[src/rtl/pipe_hazard_seq_pkg.sv]
// Shared types and constants for the pipeline hazard sequencer: FSM states,
// stage indices into the en_ps/clear_ps vectors, and the default timeout depth.
package pipe_hazard_seq_pkg;

  typedef enum logic [1:0] {
    ST_RUN      = 2'd0,
    ST_MEM_WAIT = 2'd1,
    ST_HALT     = 2'd2
  } state_t;

  localparam int PS0 = 0;
  localparam int PS1 = 1;
  localparam int PS2 = 2;
  localparam int PS3 = 3;
  localparam int PS4 = 4;

  localparam int WAIT_MAX_DEF = 8;

endpackage

[src/rtl/pipe_hazard_seq_sat.sv]
// sat_counter: CNT_W-bit up-counter that holds at all-ones instead of wrapping.
module sat_counter #(
  parameter int CNT_W = 16
) (
  input  logic             clk,
  input  logic             rst,
  input  logic             inc,
  output logic [CNT_W-1:0] cnt
);

  logic [CNT_W-1:0] r_cnt;

  always_ff @(posedge clk) begin
    if (rst) begin
      r_cnt <= '0;
    end else if (inc && (r_cnt != {CNT_W{1'b1}})) begin
      r_cnt <= r_cnt + CNT_W'(1);
    end
  end

  assign cnt = r_cnt;

endmodule

[src/rtl/pipe_hazard_seq.sv]
// Pipeline hazard sequencer: stage enables/clears for load-use, mispredict, memory freeze, halt.
// Performance counters are built only when PIPE_PERF_CNT_EN is defined.
module pipe_hazard_seq
  import pipe_hazard_seq_pkg::*;
#(
  parameter int WAIT_MAX = WAIT_MAX_DEF,
  parameter int CNT_W    = 16
) (
  input  logic             clk,
  input  logic             rst,
  input  logic             en,
  input  logic             step,
  input  logic             ld_use,
  input  logic             mispredict,
  input  logic             halt_ps4,
  input  logic             dm_busy,
  output logic [4:0]       en_ps,
  output logic [4:0]       clear_ps,
  output logic             halted,
  output logic             mem_timeout,
  output logic [CNT_W-1:0] cyc_cnt,
  output logic [CNT_W-1:0] bub_cnt,
  output logic [CNT_W-1:0] flush_cnt,
  output logic [CNT_W-1:0] stall_cnt
);

  localparam int              WC_W      = $clog2(WAIT_MAX + 1);
  localparam logic [WC_W-1:0] WAIT_LAST = WC_W'(WAIT_MAX - 1);
  localparam logic [WC_W-1:0] WAIT_TOP  = WC_W'(WAIT_MAX);

  state_t          r_state;
  state_t          w_next_state;
  logic            r_step_q;
  logic [WC_W-1:0] r_wait_cnt;
  logic            r_halted;
  logic            r_mem_timeout;
  logic            w_step_pulse;
  logic            w_adv;
  logic            w_live;
  logic            w_timeout;
  logic [4:0]      w_en_ps;
  logic [4:0]      w_clear_ps;

  // MEM_WAIT with dm_busy low is evaluated exactly like RUN, so w_live ignores that distinction.
  always_comb begin
    w_step_pulse = step & ~r_step_q;
    w_adv        = en | w_step_pulse;
    w_live       = ~rst & ~dm_busy & (r_state != ST_HALT);
    w_en_ps      = '0;
    w_clear_ps   = '0;
    w_next_state = r_state;
    w_timeout    = 1'b0;

    if (w_live) begin
      w_en_ps[PS4]    = w_adv;
      w_en_ps[PS3]    = w_adv;
      w_en_ps[PS2]    = w_adv & (mispredict | ~ld_use);
      w_en_ps[PS1]    = w_adv & (mispredict | ~ld_use);
      w_en_ps[PS0]    = w_en_ps[PS1];
      w_clear_ps[PS1] = w_adv & mispredict;
      w_clear_ps[PS2] = w_adv & (mispredict | ld_use);
      w_clear_ps[PS3] = w_adv & mispredict;
    end

    case (r_state)
      ST_RUN, ST_MEM_WAIT: begin
        if (dm_busy) begin
          if (r_wait_cnt == WAIT_LAST) begin
            w_next_state = ST_HALT;
            w_timeout    = 1'b1;
          end else begin
            w_next_state = ST_MEM_WAIT;
          end
        end else if (w_adv && halt_ps4) begin
          w_next_state = ST_HALT;
        end else begin
          w_next_state = ST_RUN;
        end
      end
      default: w_next_state = ST_HALT;
    endcase
  end

  always_ff @(posedge clk) begin
    if (rst) begin
      r_state       <= ST_RUN;
      r_step_q      <= 1'b0;
      r_wait_cnt    <= '0;
      r_halted      <= 1'b0;
      r_mem_timeout <= 1'b0;
    end else begin
      r_state  <= w_next_state;
      r_step_q <= step;
      if (!dm_busy) begin
        r_wait_cnt <= '0;
      end else if (r_wait_cnt != WAIT_TOP) begin
        r_wait_cnt <= r_wait_cnt + WC_W'(1);
      end
      if (w_next_state == ST_HALT) begin
        r_halted <= 1'b1;
      end
      if (w_timeout) begin
        r_mem_timeout <= 1'b1;
      end
    end
  end

  assign en_ps       = w_en_ps;
  assign clear_ps    = w_clear_ps;
  assign halted      = r_halted;
  assign mem_timeout = r_mem_timeout;

`ifdef PIPE_PERF_CNT_EN
  logic w_inc_cyc;
  logic w_inc_bub;
  logic w_inc_flush;
  logic w_inc_stall;

  // A bubble is a PS2 clear caused by ld_use alone; mispredict-driven clears count as flushes.
  assign w_inc_cyc   = (r_state != ST_HALT);
  assign w_inc_bub   = w_clear_ps[PS2] & ld_use & ~mispredict;
  assign w_inc_flush = w_clear_ps[PS1];
  assign w_inc_stall = dm_busy;

  sat_counter #(.CNT_W(CNT_W)) u_cyc_cnt (
    .clk(clk), .rst(rst), .inc(w_inc_cyc), .cnt(cyc_cnt)
  );
  sat_counter #(.CNT_W(CNT_W)) u_bub_cnt (
    .clk(clk), .rst(rst), .inc(w_inc_bub), .cnt(bub_cnt)
  );
  sat_counter #(.CNT_W(CNT_W)) u_flush_cnt (
    .clk(clk), .rst(rst), .inc(w_inc_flush), .cnt(flush_cnt)
  );
  sat_counter #(.CNT_W(CNT_W)) u_stall_cnt (
    .clk(clk), .rst(rst), .inc(w_inc_stall), .cnt(stall_cnt)
  );
`else
  assign cyc_cnt   = '0;
  assign bub_cnt   = '0;
  assign flush_cnt = '0;
  assign stall_cnt = '0;
`endif

endmodule

[config.mk]
export PLATFORM = sky130hd
export DESIGN_NAME = pipe_hazard_seq
export DESIGN_NICKNAME = d
export VERILOG_FILES = /design/src/rtl/pipe_hazard_seq_pkg.sv /design/src/rtl/pipe_hazard_seq_sat.sv /design/src/rtl/pipe_hazard_seq.sv
export SDC_FILE = /design/constraint.sdc
export NUM_CORES = 1
export LEC_CHECK = 0
export ABC_AREA = 1
export CORE_MARGIN = 1.5
export CORE_UTILIZATION = 34
export CTS_BUF_LIST = sky130_fd_sc_hd__clkbuf_16
export DETAILED_ROUTE_END_ITERATION = 8
export PLACE_DENSITY_LB_ADDON = 0.1
export SKIP_LAST_GASP = 1
export SYNTH_ARGS = -nofsm -noshare
export SYNTH_HDL_FRONTEND = slang
export SYNTH_SLANG_ARGS = --single-unit
[constraint.sdc]
create_clock -name clk -period 1.64 [get_ports clk]
set_clock_uncertainty 0.05 [all_clocks]
set_input_delay 0.328 -clock clk [delete_from_list [all_inputs] [get_ports clk]]
set_output_delay 0.328 -clock clk [all_outputs]
set_load 0.03 [all_outputs]
==> flow_metrics.env, run 1 <==
export IMPL_antenna_cells=0
export IMPL_clock_power_share_pct=43.7
export IMPL_p_seq_share_pct=24.3
export IMPL_synthToLayoutAreaGrowth_pct=2.84
export IMPL_slew_violations=0
export IMPL_vdd_drop_max_mv=0.497
export IMPL_cp_cell_sequence="clkdlybuf4s50_1"
export IMPL_synthCells=131
export IMPL_post_cts_setup_buffers=0
export IMPL_die_x_um=56.4
export IMPL_internal_power_uw=598
export IMPL_initial_utilization_pct=35.4
export IMPL_ant_nets=0
export IMPL_path_delay_family="buffers and inverters"
export IMPL_cp_required_ns=1.26
export IMPL_grt_overflow=0
export IMPL_fillers=305
export IMPL_holdWs_ns=0.366
export IMPL_h_tree_depth=1
export IMPL_fp_row_count=19
export IMPL_synth_avg_cell_area_um2=7.39
export IMPL_core_um2=2730
export IMPL_max_stage_delay_ns=0.68
export IMPL_post_dp_hpwl_um=1030
export IMPL_worstSkewPairLatency_ns=0.23
export IMPL_via_per_inst=3.30
export IMPL_power_density_nw_per_um2=970
export IMPL_gr_usage_all_layers_pct=7.12
export IMPL_cts_hold_buf=0
export IMPL_synthXorXnorAreaFrac_pct=0.904
export IMPL_ys_warn_count=0
export IMPL_slowest_stage="clkdlybuf4s50_1"
export IMPL_arrival_ns=1.22
export IMPL_multiInputGateArea_um2=460
export IMPL_cap_violations=0
export IMPL_synth_top_area_share_pct=54.3
export IMPL_hold_class="reg2reg"
export IMPL_ys_ff_latch=9
export IMPL_path_class="reg2out"
export IMPL_start_kind="flip-flop"
export IMPL_status="finished, final reports clean"
export IMPL_nNetsFinal=161
export IMPL_grt_pass1_vias=390
export IMPL_fin_tns_setup_ns=0
export IMPL_synth_distinct_cells=19
export IMPL_hold_violations=0
export IMPL_grt_pass1_wl_um=1700
export IMPL_routedWlPerCell_um=6.49
export IMPL_yosys_area_share_adder_pct=2.58
export IMPL_p_leak_nw=0.590
export IMPL_max_freq_mhz=624
export IMPL_finalWirelength_um=1180
export IMPL_synth_area_top_cells="buf_4, dfxtp_1, inv_1"
export IMPL_rsz0062_at_grt="no"
export IMPL_total_power_uw=966
export IMPL_synth_compound_area_share_pct=6.07
export IMPL_crit_buf_inv=1
export IMPL_drive_above_1_share_pct=16.0
export IMPL_p_sw_share_pct=38.2
export IMPL_cts_sinks=9
export IMPL_worstSetupEndpointType="output port"
export IMPL_routed_via_count=597
export IMPL_post_route_drc_count=0
export IMPL_seqCellArea_um2=180
export IMPL_setup_viol=0
export IMPL_crit_fanout=2
export IMPL_drtIter0Drc=17
export IMPL_die_y_um=56.4
export IMPL_port_buffers=17
export IMPL_ios=84
export IMPL_netlist_area_um2=968
export IMPL_gp_congestion=0.701
export IMPL_synth_top_area_cell="buf_4"
export IMPL_grt_max_degree=7
export IMPL_switching_power_uw=369
export IMPL_yosys_area_share_simple_pct=11.4
export IMPL_period_needed_ns=1.60
export IMPL_finalCritPeriodShare_pct=97.7
export IMPL_ys_seq_area_share_pct=18.6
export IMPL_first_pass_iters=4
export IMPL_synth_top_family_by_area="buffers and inverters"
export IMPL_cts_tree="yes"
export IMPL_cts_inserted_buffers=3
export IMPL_antenna_found_initial=0
export IMPL_cts_root_buf="clkbuf_16"
export IMPL_clkTransAtPathRegs_ns=0.04
export IMPL_clock_path_buffers=2
export IMPL_pwr_share_comb_pct=32.0
export IMPL_muxShareOfSynthArea_pct=0
export IMPL_die_area_um2=3180
layout by cell type (no fill, tap or decap), types with 2 or more instances in the layout:
cell,n
conb_1,66
inv_1,13
dfxtp_1,9
buf_4,8
nand2_1,7
nor2_1,5
nand3_1,4
a21oi_1,4
dlygate4sd2_1,4
clkdlybuf4s50_1,4
inv_2,3
o21ai_1,3
clkbuf_16,3
buf_6,3
nor2_2,2
nand2_2,2
ha_1,2
kinds of logic after synthesis:
kind of cell / count (synthesis)
simple gates: 23
other cells: 1
xor+xnor: 1
buf+inv: 85
compound gates: 10
flops: 9
fa+ha+maj: 2
worst paths after layout:
check,from,endpoint,slack (ns),cells past startpoint
min,r_state[1],r_state[0],0.37,1
min reg2reg,r_state[1],r_state[0],0.37,1
max reg2reg,r_wait_cnt[0],r_wait_cnt[0],0.54,6
max,mem_timeout,mem_timeout,0.04,1
final cells by class:
class | instances | area share [%]
clock buffer | 3 | 7.54
clock inverter | 1 | 0.377
inverter | 15 | 5.65
multi-input combinational | 102 | 46.2
sequential | 9 | 18.1
tap | 31 | 3.89
timing repair buffer | 20 | 18.2
repair_timing:
item                       4_1_cts  5_1_grt
setup endpoints to repair        8        2
resized for setup               10        1
pin swaps                        3        0
cloned                           0        0
synthesized netlist by cell type:
cell type,number
nor2_2,2
nor2_1,5
o21ai_2,1
inv_2,2
nand2_2,1
conb_1,1
nor2_4,1
o21a_1,2
dfxtp_1,9
nand4_1,1
ha_1,2
nand3_1,4
xor2_1,1
o21ai_1,3
nand2_1,8
nor3_1,1
inv_1,13
buf_4,70
a21oi_1,4
routing by layer:
metal	share of wire, %	track usage (%)
met3	12	4.15
met2	46	10.4
met4	1.9	4.08
met5	0	0
met1	40	7.97
power by group through the flow:
stage	logic, mW	registers, mW	clock network (mW)
6_report	0.309	0.235	0.422
2_1_floorplan	0.376	0.244	0
4_1_cts	0.308	0.235	0.439
3_5_place_dp	0.306	0.238	0
3_3_place_gp	0.305	0.239	0
5_1_grt	0.327	0.236	0.456
state kept, by name (all words and copies together) (netlist names):
name,count
halted,1
mem_timeout,1
r_state,2
r_step_q,1
r_wait_cnt,4
through the flow:
step	setup slack, ns	instance area, um^2	util [%]	instances
2_1_floorplan	0.0364	1210	-	196
3_3_place_gp	-0.154	900	32.9	177
3_5_place_dp	-0.178	900	32.9	177
4_1_cts	0.0253	993	36.3	181
5_1_grt	0.00716	996	36.4	181
6_report	0.0385	996	36.4	181
Power figures use the tool's default switching activity.
==> inputs of run 2 (changes only) <==
--- a/config.mk
+++ b/config.mk
@@ -6,7 +6,7 @@
 export NUM_CORES = 1
 export LEC_CHECK = 0
 export ABC_AREA = 1
-export CORE_MARGIN = 1.5
+export CORE_MARGIN = 4
 export CORE_UTILIZATION = 34
 export CTS_BUF_LIST = sky130_fd_sc_hd__clkbuf_16
 export DETAILED_ROUTE_END_ITERATION = 8
==> run 2 against run 1 <==
  * Via count decreased by 0.67%
  * Die area increased by 19%
  * Sequential power about the same
  * Setup slack improved by 0.027 ns
  * Final cell count increased by 0.55%
  * Largest cell class unchanged
  * Fmax increased by 1.7%
==> flow_metrics.env, run 2 (synthesis results as in run 1) <==
export IMPL_finalCritPeriodShare_pct=96.0
export IMPL_cap_violations=0
export IMPL_ios=84
export IMPL_largest_reg_flops=4
export IMPL_grt_overflow=0
export IMPL_fin_util_pct=37.1
export IMPL_arrival_ns=1.20
export IMPL_ant_nets=0
export IMPL_die_area_um2=3770
export IMPL_min_from="r_state[1]"
export IMPL_drive_above_1_share_pct=17.2
export IMPL_clkTransAtPathRegs_ns=0.04
export IMPL_reg2reg_from="r_wait_cnt[0]"
export IMPL_gr_usage_all_layers_pct=6.93
export IMPL_status="finished, final reports clean"
export IMPL_clock_path_buffers=2
export IMPL_grt_pass1_wl_um=1880
export IMPL_drtIter0Drc=5
export IMPL_hold_violations=0
export IMPL_total_power_uw=971
export IMPL_cts_root_buf="clkbuf_16"
export IMPL_hold_class="reg2reg"
export IMPL_cp_required_ns=1.26
export IMPL_die_y_um=61.4
export IMPL_period_needed_ns=1.57
export IMPL_layout_commonest_cell="conb_1"
export IMPL_cts_inserted_buffers=3
export IMPL_antenna_found_initial=0
export IMPL_die_x_um=61.4
export IMPL_place_ws_ns=-0.181
export IMPL_synthToLayoutAreaGrowth_pct=4.78
export IMPL_core_um2=2730
export IMPL_critPathLaunch="rst"
export IMPL_grt_pass1_vias=442
export IMPL_post_dp_hpwl_um=1230
export IMPL_gp_congestion=0.691
export IMPL_worstSkewPairLatency_ns=0.23
export IMPL_initial_utilization_pct=35.4
export IMPL_power_density_nw_per_um2=957
export IMPL_rsz0062_at_grt="no"
export IMPL_routed_via_count=593
export IMPL_cts_hold_buf=0
export IMPL_reg_largest_list="r_wait_cnt x4, r_state x2"
export IMPL_vdd_drop_max_mv=0.569
export IMPL_via_per_inst=3.26
export IMPL_grt_max_degree=7
export IMPL_post_place_cells=177
export IMPL_fp_row_count=19
export IMPL_max_freq_mhz=635
export IMPL_routedWlPerCell_um=7.86
export IMPL_cts_tree="yes"
export IMPL_setup_viol=0
export IMPL_port_buffers=17
export IMPL_antenna_cells=0
export IMPL_stdcell_count=182
export IMPL_start_kind="input port"
export IMPL_top_register="r_wait_cnt"
export IMPL_cts_sinks=9
export IMPL_path_class="in2out"
export IMPL_crit_fanout=3
export IMPL_h_tree_depth=1
export IMPL_holdWs_ns=0.368
export IMPL_nNetsFinal=162
export IMPL_post_route_drc_count=0
export IMPL_slew_violations=0
export IMPL_setup_slack_ns=0.0651
export IMPL_final_cell_mix="conb_1, inv_1, dfxtp_1, buf_4, nand2_1"
export IMPL_first_pass_iters=4
export IMPL_p_leak_nw=0.627
export IMPL_worstSetupEndpointType="output port"
export IMPL_finalWirelength_um=1430
==> run 2: timing repair <==
action	CTS	global route
pin swaps	3	0
gates cloned	0	0
endpoints found under the hold margin	0	0
resized for setup	11	4
setup endpoints to repair	8	4
buffers inserted	1	0
==> run 2: layout make-up <==
type                            count  area, um^2
Clock inverter                      1        3.75
Tap cell                           31        38.8
Fill cell                         293        1720
Clock buffer                        3        75.1
Sequential cell                     9         180
Inverter                           15        56.3
Timing Repair Buffer               21         198
Multi-Input combinational cell    102         463
==> run 2: final timing paths <==
path,end,slack (ns),depth (start not counted)
max,en_ps[0],0.07,6
min,r_state[0],0.37,1
max reg2reg,r_wait_cnt[1],0.54,6
min reg2reg,r_state[0],0.37,1
==> run 2: routing by layer <==
layer	routed length (um)	GRT usage, %	up-vias
li1	-	-	301
met1	473	7.40	249
met2	676	11.2	41
met3	261	3.56	2
met4	19	3.64	0
met5	0	0	-
==> run 2: stage by stage <==
| stage | instance area (um^2) | TNS (ns) |
|---|---|---|
| global placement | 900 | -0.889 |
| CTS | 1000 | 0 |
| finish | 1010 | 0 |
| detailed placement | 900 | -1.08 |
| floorplan | 1210 | 0 |
| global route | 1010 | 0 |
==> run 2: power breakdown <==
| part | internal [mW] | switching [mW] |
|---|---|---|
| clock network | 0.318 | 0.103 |
| registers | 0.230 | 0.00468 |
| logic | 0.0517 | 0.263 |
| total | 0.600 | 0.371 |
==> run 2: worst max-delay path: stages <==
cell           delay [ns]
dlygate4sd2_1        0.25
nor2_2               0.12
o21ai_2              0.09
nor2_4               0.11
o21a_4               0.16
buf_6                0.13
==> inputs of run 3 (changes only) <==
--- a/config.mk
+++ b/config.mk
@@ -7,8 +7,9 @@
 export LEC_CHECK = 0
 export ABC_AREA = 1
 export CORE_MARGIN = 4
-export CORE_UTILIZATION = 34
+export CORE_UTILIZATION = 25
 export CTS_BUF_LIST = sky130_fd_sc_hd__clkbuf_16
+export CTS_CLUSTER_DIAMETER = 60
 export DETAILED_ROUTE_END_ITERATION = 8
 export PLACE_DENSITY_LB_ADDON = 0.1
 export SKIP_LAST_GASP = 1
==> constraint.sdc (replaced) <==
create_clock -name clk -period 1.64 [get_ports clk]
set_clock_uncertainty 0.05 [all_clocks]
set_input_delay 0.246 -clock clk [delete_from_list [all_inputs] [get_ports clk]]
set_output_delay 0.246 -clock clk [all_outputs]
set_load 0.03 [all_outputs]
==> run 3 against run 2 <==
  * Combinational power is 2% higher
  * Non-clock buffer count is 1 higher
  * Register-to-register slack about the same
  * Core utilization down 9.1 points
  * Largest cell class unchanged
  * Setup slack gained 0.0051 ns
  * Hold slack worse by 0.061 ns
  * Sequential power about the same
  * Clock power increased by 2%
  * Count of clock-buffer cells in the layout stayed put
==> flow_metrics.env, run 3 (synthesis results as in run 1) <==
export IMPL_slew_violations=0
export IMPL_synthToLayoutAreaGrowth_pct=7.49
export IMPL_cts_hold_buf=0
export IMPL_status="finished, final reports clean"
export IMPL_p_leak_nw=0.597
export IMPL_cp_common_cell="inv_2"
export IMPL_grt_pass1_vias=449
export IMPL_die_y_um=70.2
export IMPL_place_ws_ns=-0.0624
export IMPL_core_um2=3720
export IMPL_antenna_found_initial=0
export IMPL_path_class="in2out"
export IMPL_total_power_uw=984
export IMPL_final_cell_area_um2=1040
export IMPL_post_place_cells=196
export IMPL_fp_row_count=22
export IMPL_setup_slack_ns=0.0703
export IMPL_dr_wl_met3_um=220
export IMPL_routedWlPerCell_um=7.31
export IMPL_rsz0062_at_grt="yes"
export IMPL_hold_class="in2reg"
export IMPL_cap_violations=0
export IMPL_final_cell_mix="conb_1, inv_1, dfxtp_1, buf_4, nand2_1"
export IMPL_m1WireLength_um=534
export IMPL_initial_utilization_pct=26.1
export IMPL_worstSetupEndpointType="output port"
export IMPL_worstHoldEndpoint="mem_timeout"
export IMPL_post_dp_hpwl_um=1290
export IMPL_crit_fanout=3
export IMPL_max_stage_delay_ns=0.47
export IMPL_finalWirelength_um=1460
export IMPL_setup_viol=0
export IMPL_die_x_um=70.2
export IMPL_holdWs_ns=0.306
export IMPL_power_density_nw_per_um2=945
export IMPL_port_buffers=17
export IMPL_min_from="rst"
export IMPL_ios=84
export IMPL_slowest_stage="clkdlybuf4s50_1"
export IMPL_period_needed_ns=1.57
export IMPL_fin_util_pct=28.0
export IMPL_post_route_drc_count=0
export IMPL_gp_congestion=0.741
export IMPL_start_kind="input port"
export IMPL_arrival_ns=1.27
export IMPL_wl_met2_um=686
export IMPL_whs_path_depth=3
export IMPL_layout_commonest_cell="conb_1"
export IMPL_reg2reg_setup_slack_ns=0.54
export IMPL_cts_root_buf="clkbuf_16"
export IMPL_cts_inserted_buffers=3
export IMPL_largest_reg_flops=4
export IMPL_max_freq_mhz=637
export IMPL_grt_max_degree=7
export IMPL_post_cts_setup_buffers=0
export IMPL_crit_buf_inv=4
export IMPL_ant_nets=0
export IMPL_via_per_inst=2.98
export IMPL_reg2reg_to="r_wait_cnt[1]"
export IMPL_stdcell_count=200
export IMPL_path_delay_family="buffers and inverters"
export IMPL_worstSkewPairLatency_ns=0.24
export IMPL_die_area_um2=4930
export IMPL_cts_sinks=9
export IMPL_reg2reg_from="r_wait_cnt[0]"
export IMPL_cp_required_ns=1.34
export IMPL_h_tree_depth=1
export IMPL_fin_tns_setup_ns=0
export IMPL_routed_top_layer="met4"
export IMPL_grt_overflow=0
export IMPL_antenna_cells=0
export IMPL_drtIter0Drc=8
export IMPL_routed_via_count=595
export IMPL_first_pass_iters=4
export IMPL_placed_area_um2=935
export IMPL_finalCritPeriodShare_pct=95.7
export IMPL_gr_usage_all_layers_pct=5.08
export IMPL_top_register="r_wait_cnt"
export IMPL_clkTransAtPathRegs_ns=0.04
export IMPL_cts_tree="yes"
export IMPL_cp_cell_sequence="clkdlybuf4s50_1, inv_2, nand2_2, inv_2, nor2_4, o21a_4, buf_6"
export IMPL_reg_largest_list="r_wait_cnt x4, r_state x2"
export IMPL_worst_r2r_cell_count=6
export IMPL_grt_pass1_wl_um=1940
export IMPL_clock_path_buffers=2
export IMPL_nNetsFinal=163
export IMPL_hold_violations=0
export IMPL_drive_above_1_share_pct=17.8
export IMPL_vdd_drop_max_mv=0.388
==> run 3: changes by cell type in the layout (fill, tap and decap cells not counted), sizes merged <==
cell and delta:
clkdlybuf4s50 +4, dlygate4sd2 -2, buf +1, dlymetal6s2s -2
==> run 3: worst max path at each step <==
| stage | startpoint | endpoint | cells past startpoint |
|---|---|---|---|
| 2_1_floorplan | r_step_q | en_ps[1] | 7 |
| 3_3_place_gp | step | en_ps[0] | 7 |
| 3_5_place_dp | step | en_ps[2] | 7 |
| 4_1_cts | rst | en_ps[2] | 6 |
| 5_1_grt | en | clear_ps[1] | 7 |
| 6_report | en | en_ps[2] | 7 |
==> run 3: layer usage <==
metal  up-vias  GRT usage [%]
met5         -              0
met4         0           3.19
met3         4           3.02
met2        44           7.48
met1       245           5.47
li1        302              -
==> run 3: area by class of cell <==
cell class	instances	area [um^2]
fill	409	2680
clock inverter	1	3.75
sequential	9	180
inverter	15	56.3
timing repair buffer	22	203
clock buffer	3	75.1
tap	48	60.1
multi-input combinational	102	463
==> run 3: where the power goes <==
part | internal (mW) | switching [mW]
clock network | 0.319 | 0.110
logic | 0.0556 | 0.264
registers | 0.230 | 0.00475
total | 0.604 | 0.379
==> run 3: worst register-to-register path, cell delays in order (launching register included) <==
cell     delay [ns]
dfxtp_1        0.34
inv_1          0.08
ha_1           0.20
nand2_1        0.07
nor2_2         0.06
o21ai_1        0.13
a21oi_1        0.05
==> run 3: timing repair <==
item | in CTS | in global routing
cloned | 0 | 0
resized for setup | 7 | 4
pin swaps | 0 | 2
endpoints found under the hold margin | 0 | 0
setup endpoints to repair | 6 | 8
